$ cat src/rtl/alu_ctrl_pkg.sv
// Shared constants for the ALU sequencer: operand source codes, ALU op codes,
// RV32I opcode/funct3 values, FSM state encoding and the EXEC-state select decoder.
package alu_ctrl_pkg;

  localparam logic [2:0] SRC_ZERO  = 3'd0;
  localparam logic [2:0] SRC_PC    = 3'd1;
  localparam logic [2:0] SRC_IMM7  = 3'd2;
  localparam logic [2:0] SRC_IMM12 = 3'd3;
  localparam logic [2:0] SRC_IMM20 = 3'd4;
  localparam logic [2:0] SRC_BOFF  = 3'd5;
  localparam logic [2:0] SRC_JOFF  = 3'd6;
  localparam logic [2:0] SRC_REG   = 3'd7;

  localparam logic [3:0] ALU_ADD  = 4'd0;
  localparam logic [3:0] ALU_SUB  = 4'd1;
  localparam logic [3:0] ALU_SLL  = 4'd2;
  localparam logic [3:0] ALU_SLT  = 4'd3;
  localparam logic [3:0] ALU_SLTU = 4'd4;
  localparam logic [3:0] ALU_XOR  = 4'd5;
  localparam logic [3:0] ALU_SRL  = 4'd6;
  localparam logic [3:0] ALU_SRA  = 4'd7;
  localparam logic [3:0] ALU_OR   = 4'd8;
  localparam logic [3:0] ALU_AND  = 4'd9;

  localparam logic [6:0] OPC_OP     = 7'b0110011;
  localparam logic [6:0] OPC_OP_IMM = 7'b0010011;
  localparam logic [6:0] OPC_LUI    = 7'b0110111;
  localparam logic [6:0] OPC_AUIPC  = 7'b0010111;
  localparam logic [6:0] OPC_JAL    = 7'b1101111;
  localparam logic [6:0] OPC_JALR   = 7'b1100111;
  localparam logic [6:0] OPC_BRANCH = 7'b1100011;
  localparam logic [6:0] OPC_LOAD   = 7'b0000011;
  localparam logic [6:0] OPC_STORE  = 7'b0100011;

  localparam logic [2:0] F3_ADD  = 3'b000;
  localparam logic [2:0] F3_SLL  = 3'b001;
  localparam logic [2:0] F3_SLT  = 3'b010;
  localparam logic [2:0] F3_SLTU = 3'b011;
  localparam logic [2:0] F3_XOR  = 3'b100;
  localparam logic [2:0] F3_SR   = 3'b101;
  localparam logic [2:0] F3_OR   = 3'b110;
  localparam logic [2:0] F3_BEQ  = 3'b000;
  localparam logic [2:0] F3_BNE  = 3'b001;
  localparam logic [2:0] F3_BLT  = 3'b100;
  localparam logic [2:0] F3_BGE  = 3'b101;
  localparam logic [2:0] F3_BLTU = 3'b110;
  localparam logic [2:0] F3_BGEU = 3'b111;

  localparam logic [1:0] ST_IDLE     = 2'd0;
  localparam logic [1:0] ST_EXEC     = 2'd1;
  localparam logic [1:0] ST_BR_TGT   = 2'd2;
  localparam logic [1:0] ST_MEM_WAIT = 2'd3;

  typedef struct packed {
    logic [2:0] a_src;
    logic [2:0] b_src;
    logic [3:0] op;
  } alu_sel_t;

  // alt selects SUB for funct3=000 and SRA for funct3=101
  function automatic logic [3:0] arith_op(input logic [2:0] funct3, input logic alt);
    logic [3:0] op;
    case (funct3)
      F3_ADD:  op = alt ? ALU_SUB : ALU_ADD;
      F3_SLL:  op = ALU_SLL;
      F3_SLT:  op = ALU_SLT;
      F3_SLTU: op = ALU_SLTU;
      F3_XOR:  op = ALU_XOR;
      F3_SR:   op = alt ? ALU_SRA : ALU_SRL;
      F3_OR:   op = ALU_OR;
      default: op = ALU_AND;
    endcase
    return op;
  endfunction

  function automatic logic [3:0] branch_op(input logic [2:0] funct3);
    if (!funct3[2]) return ALU_SUB;
    return funct3[1] ? ALU_SLTU : ALU_SLT;
  endfunction

  function automatic alu_sel_t exec_sel(input logic [6:0] opcode, input logic [2:0] funct3,
                                        input logic bit30);
    alu_sel_t s;
    s = '{SRC_ZERO, SRC_ZERO, ALU_ADD};
    case (opcode)
      OPC_OP:     s = '{SRC_REG, SRC_REG, arith_op(funct3, bit30)};
      OPC_OP_IMM: s = '{SRC_REG, SRC_IMM12, arith_op(funct3, bit30 && (funct3 == F3_SR))};
      OPC_LUI:    s = '{SRC_ZERO, SRC_IMM20, ALU_ADD};
      OPC_AUIPC:  s = '{SRC_PC, SRC_IMM20, ALU_ADD};
      OPC_JAL:    s = '{SRC_PC, SRC_JOFF, ALU_ADD};
      OPC_JALR:   s = '{SRC_REG, SRC_IMM12, ALU_ADD};
      OPC_BRANCH: s = '{SRC_REG, SRC_REG, branch_op(funct3)};
      OPC_LOAD:   s = '{SRC_REG, SRC_IMM12, ALU_ADD};
      OPC_STORE:  s = '{SRC_REG, SRC_ZERO, ALU_ADD};
      default:    s = '{SRC_ZERO, SRC_ZERO, ALU_ADD};
    endcase
    return s;
  endfunction

endpackage

$ cat src/rtl/branch_cond_eval.sv
// Branch decision from funct3 and the ALU flags; EQ/NE use the zero flag,
// LT/GE (signed and unsigned) use bit 0 of the SLT/SLTU result.
module branch_cond_eval
  import alu_ctrl_pkg::*;
(
  input  logic [2:0] funct3,
  input  logic       alu_zero,
  input  logic       alu_lsb,
  output logic       taken
);

  always_comb begin
    taken = 1'b0;
    case (funct3)
      F3_BEQ:  taken = alu_zero;
      F3_BNE:  taken = !alu_zero;
      F3_BLT:  taken = alu_lsb;
      F3_BGE:  taken = !alu_lsb;
      F3_BLTU: taken = alu_lsb;
      F3_BGEU: taken = !alu_lsb;
      default: taken = 1'b0;
    endcase
  end

endmodule

$ cat src/rtl/alu_op_sequencer.sv
// Multi-cycle controller for the shared ALU: operand selects, PC/regfile/memory sequencing.
// Optional performance counters are built when ALU_SEQ_PERF_EN is defined.
module alu_op_sequencer
  import alu_ctrl_pkg::*;
#(
  parameter int unsigned MEM_TIMEOUT = 255,
  parameter int unsigned ALU_OP_W    = 4
) (
  input  logic                clk,
  input  logic                rst_n,
  input  logic                instr_valid,
  output logic                instr_ready,
  input  logic [31:0]         instr,
  output logic [2:0]          alu_a_src,
  output logic [2:0]          alu_b_src,
  output logic [ALU_OP_W-1:0] alu_op,
  input  logic                alu_zero,
  input  logic                alu_lsb,
  output logic                rd_we,
  output logic                pc_load,
  output logic                pc_inc,
  output logic                mem_req,
  output logic                mem_we,
  input  logic                mem_ack,
`ifdef ALU_SEQ_PERF_EN
  output logic [31:0]         perf_retired,
  output logic [31:0]         perf_stall,
`endif
  output logic                illegal,
  output logic                busy
);

  localparam logic [7:0] TMO_LAST = 8'(MEM_TIMEOUT - 1);

  logic [1:0] state_q, state_d;
  logic [6:0] opcode_q;
  logic [2:0] funct3_q;
  alu_sel_t   sel_q, sel_d;
  logic       mem_we_q, mem_we_d;
  logic [7:0] tmo_cnt_q, tmo_cnt_d;
  logic       br_taken;

  logic unused_instr;
  assign unused_instr = ^{instr[31], instr[29:15], instr[11:7]};

  branch_cond_eval u_branch_cond_eval (
    .funct3   (funct3_q),
    .alu_zero (alu_zero),
    .alu_lsb  (alu_lsb),
    .taken    (br_taken)
  );

  always_comb begin
    state_d   = state_q;
    sel_d     = sel_q;
    mem_we_d  = mem_we_q;
    tmo_cnt_d = tmo_cnt_q;
    rd_we     = 1'b0;
    pc_load   = 1'b0;
    pc_inc    = 1'b0;
    illegal   = 1'b0;
    case (state_q)
      ST_IDLE: begin
        if (instr_valid) begin
          state_d = ST_EXEC;
          sel_d   = exec_sel(instr[6:0], instr[14:12], instr[30]);
        end
      end
      ST_EXEC: begin
        state_d = ST_IDLE;
        sel_d   = '0;
        case (opcode_q)
          OPC_OP, OPC_OP_IMM, OPC_LUI, OPC_AUIPC: begin
            rd_we  = 1'b1;
            pc_inc = 1'b1;
          end
          OPC_JAL, OPC_JALR: pc_load = 1'b1;
          OPC_BRANCH: begin
            if (br_taken) begin
              state_d = ST_BR_TGT;
              sel_d   = '{SRC_PC, SRC_BOFF, ALU_ADD};
            end else begin
              pc_inc = 1'b1;
            end
          end
          OPC_LOAD, OPC_STORE: begin
            // address selects stay up for the whole memory wait
            state_d   = ST_MEM_WAIT;
            sel_d     = sel_q;
            mem_we_d  = (opcode_q == OPC_STORE);
            tmo_cnt_d = '0;
          end
          default: begin
            illegal = 1'b1;
            pc_inc  = 1'b1;
          end
        endcase
      end
      ST_BR_TGT: begin
        pc_load = 1'b1;
        state_d = ST_IDLE;
        sel_d   = '0;
      end
      ST_MEM_WAIT: begin
        // ack takes priority over a timeout landing in the same cycle
        if (mem_ack || (tmo_cnt_q == TMO_LAST)) begin
          rd_we     = mem_ack && !mem_we_q;
          pc_inc    = mem_ack;
          illegal   = !mem_ack;
          state_d   = ST_IDLE;
          sel_d     = '0;
          mem_we_d  = 1'b0;
          tmo_cnt_d = '0;
        end else begin
          tmo_cnt_d = tmo_cnt_q + 8'd1;
        end
      end
      default: begin
        state_d = ST_IDLE;
        sel_d   = '0;
      end
    endcase
  end

  always_ff @(posedge clk or negedge rst_n) begin
    if (!rst_n) begin
      state_q   <= ST_IDLE;
      opcode_q  <= '0;
      funct3_q  <= '0;
      sel_q     <= '0;
      mem_we_q  <= 1'b0;
      tmo_cnt_q <= '0;
    end else begin
      state_q   <= state_d;
      sel_q     <= sel_d;
      mem_we_q  <= mem_we_d;
      tmo_cnt_q <= tmo_cnt_d;
      if (instr_valid && instr_ready) begin
        opcode_q <= instr[6:0];
        funct3_q <= instr[14:12];
      end
    end
  end

  assign instr_ready = (state_q == ST_IDLE);
  assign busy        = (state_q != ST_IDLE);
  assign mem_req     = (state_q == ST_MEM_WAIT);
  assign mem_we      = mem_we_q;
  assign alu_a_src   = sel_q.a_src;
  assign alu_b_src   = sel_q.b_src;
  assign alu_op      = ALU_OP_W'(sel_q.op);

`ifdef ALU_SEQ_PERF_EN
  logic [31:0] perf_retired_q, perf_stall_q;

  always_ff @(posedge clk or negedge rst_n) begin
    if (!rst_n) begin
      perf_retired_q <= '0;
      perf_stall_q   <= '0;
    end else begin
      if (pc_load || pc_inc) perf_retired_q <= perf_retired_q + 32'd1;
      if (mem_req && !mem_ack) perf_stall_q <= perf_stall_q + 32'd1;
    end
  end

  assign perf_retired = perf_retired_q;
  assign perf_stall   = perf_stall_q;
`endif

endmodule

$ cat config.mk
export PLATFORM = sky130hd
export DESIGN_NAME = alu_op_sequencer
export DESIGN_NICKNAME = d
export VERILOG_FILES = /design/src/rtl/alu_ctrl_pkg.sv /design/src/rtl/branch_cond_eval.sv /design/src/rtl/alu_op_sequencer.sv
export SDC_FILE = /design/constraint.sdc
export NUM_CORES = 1
export LEC_CHECK = 0
export BUFFER_PORTS_ARGS = -buffer_cell sky130_fd_sc_hd__buf_2
export CAP_MARGIN = 20
export CORE_MARGIN = 4
export CORE_UTILIZATION = 46
export DETAILED_ROUTE_END_ITERATION = 8
export GPL_TIMING_DRIVEN = 0
export PLACE_DENSITY = 0.86
export SLEW_MARGIN = 25
export SYNTH_ARGS = -nofsm -noshare
export SYNTH_HDL_FRONTEND = slang
export SYNTH_HIERARCHICAL = 1
export SYNTH_SLANG_ARGS = --single-unit
$ cat constraint.sdc
create_clock -name clk -period 1.68 [get_ports clk]
set_clock_uncertainty 0.05 [all_clocks]
set_input_delay 0.336 -clock clk [delete_from_list [all_inputs] [get_ports clk]]
set_output_delay 0.336 -clock clk [all_outputs]
set_load 0.02 [all_outputs]
Word level (Yosys, flattened, before mapping)
Cells that the tools add are included.
W data, S select, Z words.
{"block": "word_totals", "ff_bits": 31, "latch_bits": 0, "mem_bits_rw": 0, "rom_bits": 0, "inputBits": 38, "elab_cells": 114, "n_memories": 0}
{"block": "classes", "addsub": 1, "mul": 0, "div": 0, "magnitude_cmp": 0, "n_eq_ne": 37, "shift": 0, "mux": 43, "bitwise": 0, "n_reduce_logical": 25}
{"cell": "$pmux W10 S8", "count": 1}
{"cell": "$pmux W4 S7", "count": 2}
{"cell": "$eq A7 B6 Y1 const B", "count": 6}
{"cell": "$eq A7 B7 Y1 const B", "count": 6}
{"cell": "$pmux W10 S4", "count": 1}
{"cell": "$eq A7 B5 Y1 const B", "count": 4}
{"cell": "$mux W8", "count": 3}
{"cell": "$eq A3 B3 Y1 const B", "count": 7}
{"cell": "$mux W10", "count": 2}
{"cell": "$pmux W10 S2", "count": 1}
{"cell": "$mux W1", "count": 17}
{"cell": "$pmux W8 S2", "count": 1}
{"cell": "$eq A7 B2 Y1 const B", "count": 2}
{"cell": "$pmux W1 S2", "count": 6}
{"cell": "$reduce_or A2 Y1", "count": 5}
{"cell": "$reduce_or A9 Y1", "count": 1}
{"cell": "$add A8 B1 Y8 const B", "count": 1}
{"cell": "$eq A8 B8 Y1 const B", "count": 1}
{"cell": "$mux W4", "count": 2}
{"cell": "$pmux W2 S4", "count": 1}
{"cell": "$reduce_or A4 Y1", "count": 2}
{"cell": "$eq A3 B1 Y1 const B", "count": 2}
{"cell": "$eq A3 B2 Y1 const B", "count": 2}
{"cell": "$logic_not A3 Y1", "count": 2}
{"cell": "15 further kinds", "count": 28}

Logic depth before layout (Yosys ltp)
{"block": "logic_depth", "ltp_word": 8, "depth_mapped": 8}

By module
Netlist, hierarchy kept.
{"mod": "alu_op_sequencer", "n_inst": 1, "cells_each": 195, "area_each_um2": 1766.7}
{"mod": "branch_cond_eval", "n_inst": 1, "cells_each": 5, "area_each_um2": 36.3}

Worst setup path after synthesis
OpenSTA, ideal clock, no wires.
{"block": "synth_timing", "path_kind": "reg2reg", "start": "reg state_q[0]", "end": "reg sel_q, in the netlist alu_a_src[1]", "setup_ns": 0.083, "arrival_time_ns": 1.750, "required_ns": 1.547, "path_slack_ns": -0.203, "path_stages_with_launch": 6, "period_less_slack_ns": 1.883, "cell_sequence": "dfrtp_1 -> inv_1 -> ha_1 -> inv_1 -> or4b_2 -> o21ai_0"}
{"block": "synth_via", "elab_chain_cells": 3, "elab_cells_between_ends": 9, "classes_between": "eq/ne: 6; mux: 1; reduce/logical: 2"}
{"element": "start: declaration", "line_no": "alu_op_sequencer.sv:35", "rtl": "logic [1:0] state_q, state_d;"}
{"element": "start signal: assignment", "line_no": "alu_op_sequencer.sv:134", "rtl": "state_q <= state_d;"}
{"element": "$logic_not A2 Y1 *"}
{"element": "net instr_ready", "line_no": "alu_op_sequencer.sv:12", "rtl": "output logic instr_ready,"}
{"element": "$ne A2 B2 Y1 (no line)"}
{"element": "$reduce_and A3 Y1 (no line)"}
{"element": "end signal: assignment", "line_no": "alu_op_sequencer.sv:135", "rtl": "sel_q <= sel_d;"}
{"element": "end: declaration", "line_no": "alu_op_sequencer.sv:38", "rtl": "alu_sel_t sel_q, sel_d;"}
Mark *: on every way through the listed nets, which the timed path passes. The rest lies on a longest branch.
A chain may end at the register's enable or synchronous reset.

Final worst setup path
{"block": "layout_timing", "start": "reg funct3_q[2]", "end": "out pc_inc"}
{"block": "layout_via", "elab_chain_cells": 6, "elab_cells_between_ends": 12, "classes_between": "eq/ne: 5; mux: 4; reduce/logical: 3"}
{"element": "start: declaration", "line_no": "alu_op_sequencer.sv:37", "rtl": "logic [2:0] funct3_q;"}
{"element": "start signal: assignment", "line_no": "alu_op_sequencer.sv:140", "rtl": "funct3_q <= instr[14:12];"}
{"element": "$eq A3 B3 Y1", "line_no": "branch_cond_eval.sv:14", "rtl": "case (funct3)"}
{"element": "$reduce_or A2 Y1 (no line)"}
{"element": "$pmux W1 S4 *", "line_no": "branch_cond_eval.sv:14"}
{"element": "net br_taken", "line_no": "alu_op_sequencer.sv:41", "rtl": "logic br_taken;"}
{"element": "$mux W1 *", "line_no": "alu_op_sequencer.sv:79", "rtl": "if (br_taken) begin"}
{"element": "$pmux W1 S2 *", "line_no": "alu_op_sequencer.sv:72", "rtl": "case (opcode_q)"}
{"element": "$pmux W1 S2 *", "line_no": "alu_op_sequencer.sv:62", "rtl": "case (state_q)"}
{"element": "end: declaration", "line_no": "alu_op_sequencer.sv:21", "rtl": "output logic pc_inc,"}
Marks and branches as above.

==> impl_results.md <==
* Status: finished with violations
* Failing checks: setup timing
* Psw at around 1.3 mW
* GP Congestion at around 0.8
* CTS buffer count at 5
* Synth Area in Compound Gates at a little over a fifth
* Mapped Area at 0.00180 sq mm
* Worst hold path type: input port to async pin
* Final setup fails at 20
* R2R setup slack at -230 ps
* Xor/xnor share of the synthesized area at less than 1%
* Largest net degree at the start of global routing at 31
* Worst-skew pair later-pin latency at between 200 and 300 ps
* Gate power share at roughly 46%
* Post-Syn Nets at 244
* DR pass1 iterations at 5
* Top_reg_cell synth: dfrtp_1
* Final wirelength at roughly 5 mm
* Clock Sinks at 30
* Worst vdd ir at about 0.00065 V
* Vias in the first global route at 1798
* Final #Nets at between 300 and 400
* Slew Viols, Final at 0
* Leakage power at between 1 and 1.5 nW
* Port buffer count at 32
* Total die area at about 0.005 sq mm
* Net Sw Frac at between 30% and 40%
* Register bit count reported by yosys at 30
* Fin crit period at ~2100 ps
* Required time at the worst-slack endpoint at 1290 ps
* Critical path arrival at roughly 1700 ps
* IO Count at between 50 and 60
* Synth-to-layout area growth at 42.7%
* Crit start category: register
* Slew Limit Headroom at about half
* Post-layout util at ~69%
* Global route total overflow at 0
* Clk pwr share at a little over a fifth
* Seq/Total Area, Yosys at around two fifths
* Rows at 22
* Drt via density at about 5.8
* Max Fclk at roughly 470 MHz
* Simple-gate share of the synthesized area at between 20% and 30%
* Post-Syn Instances at 200
* Worst Tran Pin Value at between 700 and 800 ps
* # diodes at 0
* CTS tree: built
* P_int at 2.08 mW
* Total core area at ~0.0037 sq mm
* DIE WIDTH at 70.6 um
* Fin worst setup slack at -428 ps
* Routed Antenna Nets at 0
* Adder and majority gate portion of the synthesized area at under 10%
* Period Utilization, post-route at 125%
* GRT Util Overall at a little over a fifth
* Fin. Hold Viols at 0
* Largest family of logic cells by synthesized area: simple AND/OR/NAND/NOR gates
* Synth unique cells at 50
* Max Cap Viol at 0
* EDFF count, synth at 0
* Layout cell share with drive strength beyond 1 at a little under half
* Crit path kind: register to primary output
* H-Tree Depth at 2
* Drt wl/cell at approximately 16 um
* Fill cells at 277
* PwrDens at 1300 mW/mm^2
* RSZ-0062 raised after global routing: true
* Initial core utilization at slightly below 50%
* YS warnings at 6
* DRC at 0
* Root Buffer: clkbuf_8
* Bufs on Longest Clock Path at 2
* HPWL after DPL at between 3 and 4 mm
* Ys async rst share at 100%
* Starting DRC count in detailed routing at between 100 and 150
* Placed cells at between 200 and 300
* Mux cell area share after synthesis at 4.30%
* Clock transition at path regs at ~60 ps
* Mean Syn Cell Area at around 9.0 sq um
* DR vias at between 1500 and 2000
* Die H at about 70 um
* First-pass GRT wire length at just over 8 mm
* Crit path max fanout at 5
* Sequential power share at between 30% and 40%
* Antenna violations before repair at 0
* Crit end category: primary output
* Final std cells w/o fill at roughly 300
-- kinds of logic after synthesis --
| kind of cell | count (synthesis) |
|---|---|
| simple gates | 79 |
| compound gates | 62 |
| flops | 30 |
| buf+inv | 15 |
| mux | 7 |
| fa+ha+maj | 6 |
| xor+xnor | 1 |
-- critical path, cell delays in order, from the launching register on --
cell and delay, ps:
dfrtp_1 410, or3b_1 360, a32oi_1 160, nand2_1 110, a21oi_2 150, o21ai_1 70
buf_4 170
-- cells in the mapped netlist, types with 4 or more instances --
library cell / instances / area share, %
a22o_1: 5 / 2.4
dfrtp_1: 30 / 42
nor2_1: 12 / 2.5
buf_2: 4 / 1.1
nand3_1: 8 / 2.2
nand2_1: 28 / 5.8
nor2b_1: 6 / 2.1
mux2_2: 6 / 3.7
inv_1: 9 / 1.9
ha_1: 6 / 4.2
a21oi_1: 9 / 2.5
o21ai_0: 27 / 7.5
-- path summary, 6_finish.rpt --
kind	startpoint	endpoint	depth (start not counted)
min in group clk	instr[1]	opcode_q[1]	2
worst max-delay path	funct3_q[2]	pc_inc	6
worst min-delay path	rst_n	tmo_cnt_q[6]	1
max in group asynchronous	rst_n	opcode_q[6]	1
worst max register to register	funct3_q[2]	alu_b_src[2]	7
worst min register to register	alu_a_src[0]	alu_a_src[0]	1
-- state kept, by name, summed over array words and instances, names as in the netlist --
register   cells
tmo_cnt_q      8
opcode_q       7
alu_op         4
alu_b_src      3
funct3_q       3
alu_a_src      2
state_q        2
mem_we         1
-- metal layers --
layer / part of all wire [%] / global-route usage [%] / up-vias
met4: 2.3 / 8.98 / 0
met3: 5.9 / 6.25 / 15
met1: 40 / 25.6 / 858
li1: - / - / 854
met2: 52 / 34.2 / 64
met5: 0 / 0 / -
-- layout by cell type, fill, tap and decap left out, types with 3 or more instances in the layout --
cell type and instances:
buf_2 28, dfrtp_1 27, nand2_1 25, buf_4 19
o21ai_1 12, o21ai_0 11, nor2_1 9, buf_6 8
a21oi_1 7, mux2_2 6, inv_1 5, a22o_1 5
clkbuf_8 5, nor2b_1 4, o21ai_2 4, nand3_1 4
nand3_2 3, nand2_2 3, nand3_4 3, nand2b_1 3
ha_4 3, dfrtp_2 3
-- per-stage QoR --
step,setup WS [ps],hold slack [ps],power [mW],setup TNS [ps],instance area (sq um)
after global placement,-213,360,1.98,-2180,2030
after global routing,-534,84.0,3.56,-4780,2570
after detailed placement,-206,365,2.04,-2820,2030
after CTS,-427,53.0,3.07,-1960,2400
after floorplan,-47.1,-9.59,1.75,-65.3,1810
final,-428,32.0,3.34,-2780,2570
-- power by group through the flow --
stage	Clock (mW)	Combinational (mW)	Sequential [mW]
2_1_floorplan	0	0.657	1.09
3_3_place_gp	0	0.877	1.11
3_5_place_dp	0	0.918	1.12
4_1_cts	0.735	1.27	1.07
5_1_grt	0.774	1.67	1.12
6_report	0.722	1.53	1.09
-- area by class of cell --
| type | count | area (sq um) | share of cell area [%] |
|---|---|---|---|
| timing repair buffer | 51 | 357 | 13.9 |
| multi-input combinational | 157 | 1200 | 46.8 |
| clock inverter | 3 | 40.0 | 1.56 |
| inverter | 9 | 38.8 | 1.51 |
| buffer | 6 | 51.3 | 1.99 |
| clock buffer | 5 | 68.8 | 2.67 |
| tap | 48 | 60.1 | 2.33 |
| sequential | 30 | 754 | 29.3 |
-- repair_timing --
item / 4_1_cts / 5_1_grt
cloned: 3 / 0
pin swaps: 13 / 19
buffers inserted: 14 / 6
resized for setup: 41 / 44
setup endpoints to repair: 26 / 23
hold buffers: 0 / 0
No activity file was read; power rests on OpenSTA's default activity.
